`src/rtl/xor_stage_pkg.sv`:
```
// ---------------------------------------------------------------------------
// xor_stage_pkg
//   Definitions shared by the XOR compare stage and its downstream
//   mismatch-window monitor (xor_mismatch_window).
//
//   Contents:
//     mw_state_e      monitor FSM state encoding
//     DEFAULT_WINDOW  default number of valid samples per window; this value
//                     is also used by the XOR stage's bench
//     DEFAULT_CNT_W   default counter width matching DEFAULT_WINDOW
//     min_cnt_w()     smallest counter width that can hold 0..window
// ---------------------------------------------------------------------------
package xor_stage_pkg;

  typedef enum logic [1:0] {
    IDLE   = 2'd0,
    ACCUM  = 2'd1,
    REPORT = 2'd2
  } mw_state_e;

  localparam int DEFAULT_WINDOW = 16;
  localparam int DEFAULT_CNT_W  = 5;

  // The mismatch count can reach the window size itself, so the counter
  // needs room for WINDOW + 1 distinct values.
  function automatic int min_cnt_w(input int window);
    return $clog2(window + 1);
  endfunction

endpackage

```
`src/rtl/xor_mismatch_window.sv`:
```
// ---------------------------------------------------------------------------
// xor_mismatch_window
//   Per-window pattern-compare monitor that sits directly behind the
//   registered XOR stage. Every valid XOR bit is a mismatch flag. The block
//   counts mismatches over WINDOW valid samples and then offers the count on
//   a valid/ready result port. It holds the count until the consumer accepts
//   it.
//
//   state  | meaning
//   -------+----------------------------------------------------------------
//   IDLE   | waiting for start; samples are ignored
//   ACCUM  | counting valid samples and mismatches; start is ignored
//   REPORT | result is presented and held until res_valid && res_ready
//
//   Ports:
//     clk         in   1      clock; all state changes on the rising edge
//     rst_n       in   1      asynchronous reset, active low
//     start       in   1      request a window (IDLE, or REPORT on accept)
//     diff_valid  in   1      diff_bit carries a valid sample this cycle
//     diff_bit    in   1      XOR-stage output, 1 = mismatch
//     busy        out  1      high in ACCUM and REPORT
//     res_valid   out  1      result available
//     res_ready   in   1      consumer accepts the result
//     res_count   out  CNT_W  mismatches seen in the finished window
//     res_clean   out  1      1 when res_count == 0
//
//   Every output comes from a register. start and res_ready only steer the
//   next state, so there is no combinational path from them to an output.
// ---------------------------------------------------------------------------
module xor_mismatch_window
  import xor_stage_pkg::*;
#(
  parameter int WINDOW = DEFAULT_WINDOW,
  parameter int CNT_W  = DEFAULT_CNT_W
) (
  input  logic             clk,
  input  logic             rst_n,
  input  logic             start,
  input  logic             diff_valid,
  input  logic             diff_bit,
  output logic             busy,
  output logic             res_valid,
  input  logic             res_ready,
  output logic [CNT_W-1:0] res_count,
  output logic             res_clean
);

  // Catch a counter that is too narrow for the window at elaboration time.
  // Without this check, the count would wrap silently.
  if (WINDOW < 1) begin : g_bad_window
    $error("xor_mismatch_window: WINDOW must be at least 1");
  end
  if (CNT_W < min_cnt_w(WINDOW)) begin : g_bad_cnt_w
    $error("xor_mismatch_window: CNT_W too narrow for WINDOW");
  end

  localparam logic [CNT_W-1:0] LAST_IDX = CNT_W'(WINDOW - 1);

  mw_state_e        state_q;
  mw_state_e        state_d;
  logic [CNT_W-1:0] sample_cnt;
  logic [CNT_W-1:0] mismatch_cnt;
  logic [CNT_W-1:0] mismatch_next;
  logic             clear_cnt;
  logic             take_sample;
  logic             last_sample;

  // The running count includes the sample on the current edge. When this is
  // the final sample of the window, this value goes straight into the result.
  assign mismatch_next = mismatch_cnt + CNT_W'(diff_bit);

  // Next-state and control decode
  always_comb begin
    state_d     = state_q;
    clear_cnt   = 1'b0;
    take_sample = 1'b0;
    last_sample = 1'b0;

    case (state_q)
      IDLE: begin
        if (start) begin
          state_d   = ACCUM;
          clear_cnt = 1'b1;
        end
      end

      ACCUM: begin
        if (diff_valid) begin
          take_sample = 1'b1;
          if (sample_cnt == LAST_IDX) begin
            last_sample = 1'b1;
            state_d     = REPORT;
          end
        end
      end

      REPORT: begin
        // When start arrives on the accept edge, the next window begins with
        // no idle cycle in between.
        if (res_ready) begin
          if (start) begin
            state_d   = ACCUM;
            clear_cnt = 1'b1;
          end else begin
            state_d = IDLE;
          end
        end
      end

      default: begin
        state_d = IDLE;
      end
    endcase
  end

  // State, counters and result registers
  always_ff @(posedge clk or negedge rst_n) begin
    if (!rst_n) begin
      state_q      <= IDLE;
      sample_cnt   <= '0;
      mismatch_cnt <= '0;
      res_count    <= '0;
      res_clean    <= 1'b0;
    end else begin
      state_q <= state_d;

      if (clear_cnt) begin
        sample_cnt   <= '0;
        mismatch_cnt <= '0;
      end else if (take_sample) begin
        sample_cnt   <= sample_cnt + 1'b1;
        mismatch_cnt <= mismatch_next;
      end

      // The result registers change only when a window closes. After an
      // accept, they keep the last report until the next window closes.
      if (last_sample) begin
        res_count <= mismatch_next;
        res_clean <= (mismatch_next == '0);
      end
    end
  end

  // Both flags come straight from the state register, so they need no
  // separate flops and cannot glitch on inputs.
  assign busy      = (state_q != IDLE);
  assign res_valid = (state_q == REPORT);

endmodule
```
`config.mk`:
```
export PLATFORM = sky130hd
export DESIGN_NAME = xor_mismatch_window
export DESIGN_NICKNAME = d
export VERILOG_FILES = /design/src/rtl/xor_stage_pkg.sv /design/src/rtl/xor_mismatch_window.sv
export SDC_FILE = /design/constraint.sdc
export NUM_CORES = 1
export LEC_CHECK = 0
export ABC_AREA = 1
export BUFFER_PORTS_ARGS = -buffer_cell sky130_fd_sc_hd__buf_2
export CORE_AREA = 10 10 52 54
export CTS_BUF_LIST = sky130_fd_sc_hd__clkbuf_4 sky130_fd_sc_hd__clkbuf_8
export CTS_CLUSTER_DIAMETER = 30
export CTS_CLUSTER_SIZE = 10
export DETAILED_ROUTE_END_ITERATION = 8
export DIE_AREA = 0 0 62 64
export PLACE_DENSITY_LB_ADDON = 0.12
export SETUP_SLACK_MARGIN = 0.5
export SLEW_MARGIN = 20
export SYNTH_ARGS = -nofsm -noshare
export SYNTH_HDL_FRONTEND = slang
export SYNTH_SLANG_ARGS = --single-unit
```
`constraint.sdc`:
```
create_clock -name clk -period 3.6 [get_ports clk]
set_clock_uncertainty 0.1 [all_clocks]
set_input_delay 0.18 -clock clk [delete_from_list [all_inputs] [get_ports clk]]
set_output_delay 0.18 -clock clk [all_outputs]
set_load 0.005 [all_outputs]
```
# After elaboration in Yosys (flattened, before gate mapping)
# Cells that the tools add are included.
# totals
inputBits	6
output_inout_bits	8
reg_bits	18
elab_cells	37
# op_classes
n_eq_ne	7
reduce_logical	5
addsub	2
mux	18
# ops
operator	count
two-way mux 5 bit	4
two-way mux 1 bit	8
two-way mux 2 bit	4
!= test 2 bit, second input constant	3
case mux 2 bit (3 select lines)	1
adder 5 x 1 -> 5 bit	1
adder 5 x 1 -> 5 bit, second input constant	1
== test 5 x 4 -> 1 bit, second input constant	1
zero test 5 bit	1
AND reduction 4 bit	1
nonzero test 2 bit	2
== test 2 x 1 -> 1 bit, second input constant	1
== test 2 bit, second input constant	1
zero test 2 bit	1
!= test 2 x 1 -> 1 bit, second input constant	1
case mux 1 bit (2 select lines)	1

# Longest topological paths before layout
# logic_depth
ltp_word	4
ltp_mapped	10
ltp_nobuf	10

# Worst setup path before layout
# Ideal clock, no wire load.
# synth_timing
kind	reg2reg
startpoint	register sample_cnt[0]
endpoint	register res_count[0]
t_required_ns	3.379
path_stages_with_launch	10
setup_slack_ns	2.120
path_buffers	0
arrival_ns	1.260
setup_time_ns	0.121
synth_period_minus_slack_ns	1.480
path_cell_list	dfrtp_1 > ha_1 > nand2_1 > nor2_1 > ha_1 > nand2_1 > nor2_4 > inv_1 > nand2_1 > o21ai_1
# synth_between
elab_chain_len	4
# synth_lines
element	line	text
start, declared	xor_mismatch_window.sv:61	logic [CNT_W-1:0] sample_cnt;
start signal, assigned	xor_mismatch_window.sv:131	sample_cnt <= sample_cnt + 1'b1;
== test 5 x 4 -> 1 bit	xor_mismatch_window.sv:90	if (sample_cnt == LAST_IDX) begin
two-way mux 1 bit	xor_mismatch_window.sv:90	
two-way mux 1 bit	xor_mismatch_window.sv:88	if (diff_valid) begin
two-way mux 1 bit	xor_mismatch_window.sv:79	case (state_q)
end signal, assigned	xor_mismatch_window.sv:138	res_count <= mismatch_next;
end, declared	xor_mismatch_window.sv:44	output logic [CNT_W-1:0] res_count,
# No other way between the ends.
# A chain may end at the register's enable or synchronous reset.

# Worst setup path after layout
# Same ends and word-level chain as after synthesis.

==> results.yml <==
status:
  status: "finished, final reports clean"
min_path:
  holdPathStages: 4
  min_to: "state_q[1]"
  hp-start: "res_ready"
  hold_path_class: "in2reg"
setup_path:
  path_cells: "ha_1, nand2_1, nor2_1, ha_1, nand2_1, nor2_4, inv_1, nand2_1, o21ai_1"
  worst_ep_arrival_time_ns: 1.74
  critPathKind: "reg2reg"
  start_kind: "register"
  r2r-start: "sample_cnt[0]"
  crit_family: "simple AND/OR/NAND/NOR gates"
  timing.rr.end: "res_count[0]"
  cp_slowest_cell: "dfrtp_1"
  reg2reg_slack_ns: 1.95
  reg2reg_depth: 9
  crit_top_cell: "nand2_1"
  path_max_fanout: 8
  end_kind: "register"
  critPathMaxStageDelay_ns: 0.39
  cp.required_ns: 3.69
  crit_buf_inv: 1
die:
  die_area_sq_um: 3970
  rows: 15
  ios: 14
  core_sq_um: 1710
  start_util_pct: 53.0
  die_y_microns: 64
  die_w_microns: 62
clock_network:
  cts_root_buf: "clkbuf_4"
  cts_tree: "done"
  cts_buffer_depth: 2
  h-tree-depth: 1
  cts_buffers: 3
  clk_pin_slew_worst_paths_ns: 0.10
  cts_sinks: 18
  clk_latency_ns: 0.29
  ctsResizeCount: 0
power:
  leakage_nw: 0.555
  comb_power_share_pct: 36.8
  peakVddDrop_mv: 0.404
  p_sw_mw: 0.278
  sw_frac_of_total_pct: 37.8
  power_frac_seq_pct: 46.4
  p_clk_share_pct: 16.8
  power_density_nw_per_um2: 700
  p_int_mw: 0.456
layout:
  utilization_pct: 61.4
  nets: 137
  nFillCells: 150
  final_cells: 151
  multi_input_area_sq_um: 418
  diodes: 0
  layout.area.seq_sq_um: 450
  syn_to_final_growth_pct: 15.7
  drive_gt1_share_pct: 21.4
  design_area_sq_um: 1050
detailed_routing:
  viasPerCell: 4.81
  drt-initial-drc-count: 25
  drc_errors: 0
  wl_per_cell_microns: 11.7
  antenna_left: 0
  num_vias: 727
  dr.pass1.iters: 4
  wl_microns: 1760
logic_synthesis:
  synth_seq_area_share_pct: 49.7
  synth_common_cells: "39 x nand2_1, 18 x dfrtp_1, 11 x nor2_1"
  synth.avg_cell_area_sq_um: 8.39
  yosysUniqueCellTypes: 17
  synthCells: 108
  synth.net_count: 118
  yosysTopAreaCellShare_pct: 49.7
  syn_area_sq_um: 906
  yosys-top-cells-area: "dfrtp_1 50%, nand2_1 16%, nor2_4 6.2%, ha_1 5.5%, nor2_1 4.6%"
  synth_edf_count: 0
  yosysWarnings: 0
  async_flop_share_pct: 100
  ys_ff_latch: 18
  yosysTopAreaCell: "dfrtp_1"
  post-synth-top-count-cell: "nand2_1"
  synth_flop_cell: "dfrtp_1"
sta:
  hold_violations: 0
  whs_ns: 0.0846
  finalCriticalPeriod_ns: 1.65
  maxSlewHeadroom_pct: 73.6
  worst_pin_slew_ns: 0.396
  rsz0062_at_grt: "no"
  fin_tns_setup_ns: 0
  final_max_slew_viol_count: 0
  setup_viol: 0
  period_share_pct: 45.8
  fmax_mhz: 607
global_routing:
  antenna_found_initial: 0
  grt_usage_pct: 9.81
  overflow: 0
  grt_max_degree: 19
  grt_pass1_wl_microns: 3090
  grt_pass1_vias: 728
placed_design:
  io_buffers: 13
  post_dp_cell_area_sq_um: 1000
  dp.cells: 146
  hpwl_microns: 1400
  place_congestion: 0.820
run:
  maxCapViolCount: 0
## metal layers
layer / part of all wire (%) / global-route usage [%] / up-vias / routed length, microns
li1: - / - / 378 / -
met5: 0 / 0 / - / 0
met4: 0.57 / 4.19 / 0 / 10
met2: 46 / 15.4 / 16 / 802
met3: 9.5 / 3.75 / 2 / 167
met1: 44 / 11.4 / 331 / 779
## through the flow
step,setup slack (ns),power (mW)
2_1_floorplan,2.12,0.530
3_3_place_gp,2.02,0.611
3_5_place_dp,1.96,0.619
4_1_cts,1.94,0.744
5_1_grt,1.77,0.809
6_report,1.95,0.734
## area by class of cell
class	instances	area share, %
tap	25	2.98
clock buffer	4	3.46
inverter	10	3.58
sequential	18	43.0
timing repair buffer	14	7.16
multi-input combinational	80	39.9
## worst max-delay path by stage
stage | startpoint | end | slack, ns | cells after the start
final | sample_cnt[0] | res_count[0] | 1.95 | 9
after global routing | sample_cnt[0] | res_clean | 1.77 | 9
after CTS | sample_cnt[0] | res_clean | 1.94 | 9
after detailed placement | sample_cnt[0] | res_count[0] | 1.96 | 9
after global placement | sample_cnt[0] | res_count[0] | 2.02 | 9
after floorplan | sample_cnt[0] | res_count[0] | 2.12 | 9
## power groups by stage
stage               Combinational [mW]  Sequential (mW)  Clock [mW]
floorplan                        0.193            0.337           0
global placement                 0.266            0.345           0
detailed placement               0.275            0.344           0
CTS                              0.277            0.340       0.127
global route                     0.320            0.353       0.136
finish                           0.270            0.340       0.123
## placed cells by master (no fill, tap or decap)
cell type	synthesis	final
o22ai_1	1	1
nor2_1	11	11
nand2_2	1	1
clkbuf_4	0	3
nand2_1	39	39
ha_1	4	4
inv_2	2	2
clkbuf_8	0	1
inv_1	8	8
nand3_1	5	5
dfrtp_1	18	18
dlygate4sd3_1	0	1
or2_2	1	1
buf_2	0	13
xor2_1	1	1
nor2_4	5	5
nand2_4	1	1
a31oi_1	2	2
nand4_1	2	2
o21ai_1	2	2
o21ai_0	5	5
## state kept, by name (all words and copies together), names as in the netlist
register / cells
sample_cnt: 5
res_count: 5
mismatch_cnt: 5
state_q: 2
res_clean: 1
## repair_timing
action / 4_1_cts / 5_1_grt
hold buffers: 1 / 0
setup buffers: 0 / 0
endpoints found under the hold margin: 18 / 0
## tightest hold or removal path, cell delays in order
cell,delay [ns]
buf_2,0.08
inv_1,0.03
nand2_1,0.07
o21ai_0,0.07
## cell families (layout without fill, tap and decap cells)
group,after synthesis,after routing,share of synthesized area (%)
AOI/OAI and AO/OA,10,10,5.94
DFF,18,18,49.7
xor gates and xnor gates,1,1,0.967
and+or+nand+nor,65,65,33.7
buffers and inverters,10,28,4.14
adders and majority gates,4,4,5.53
No activity file was read; power rests on OpenSTA's default activity.
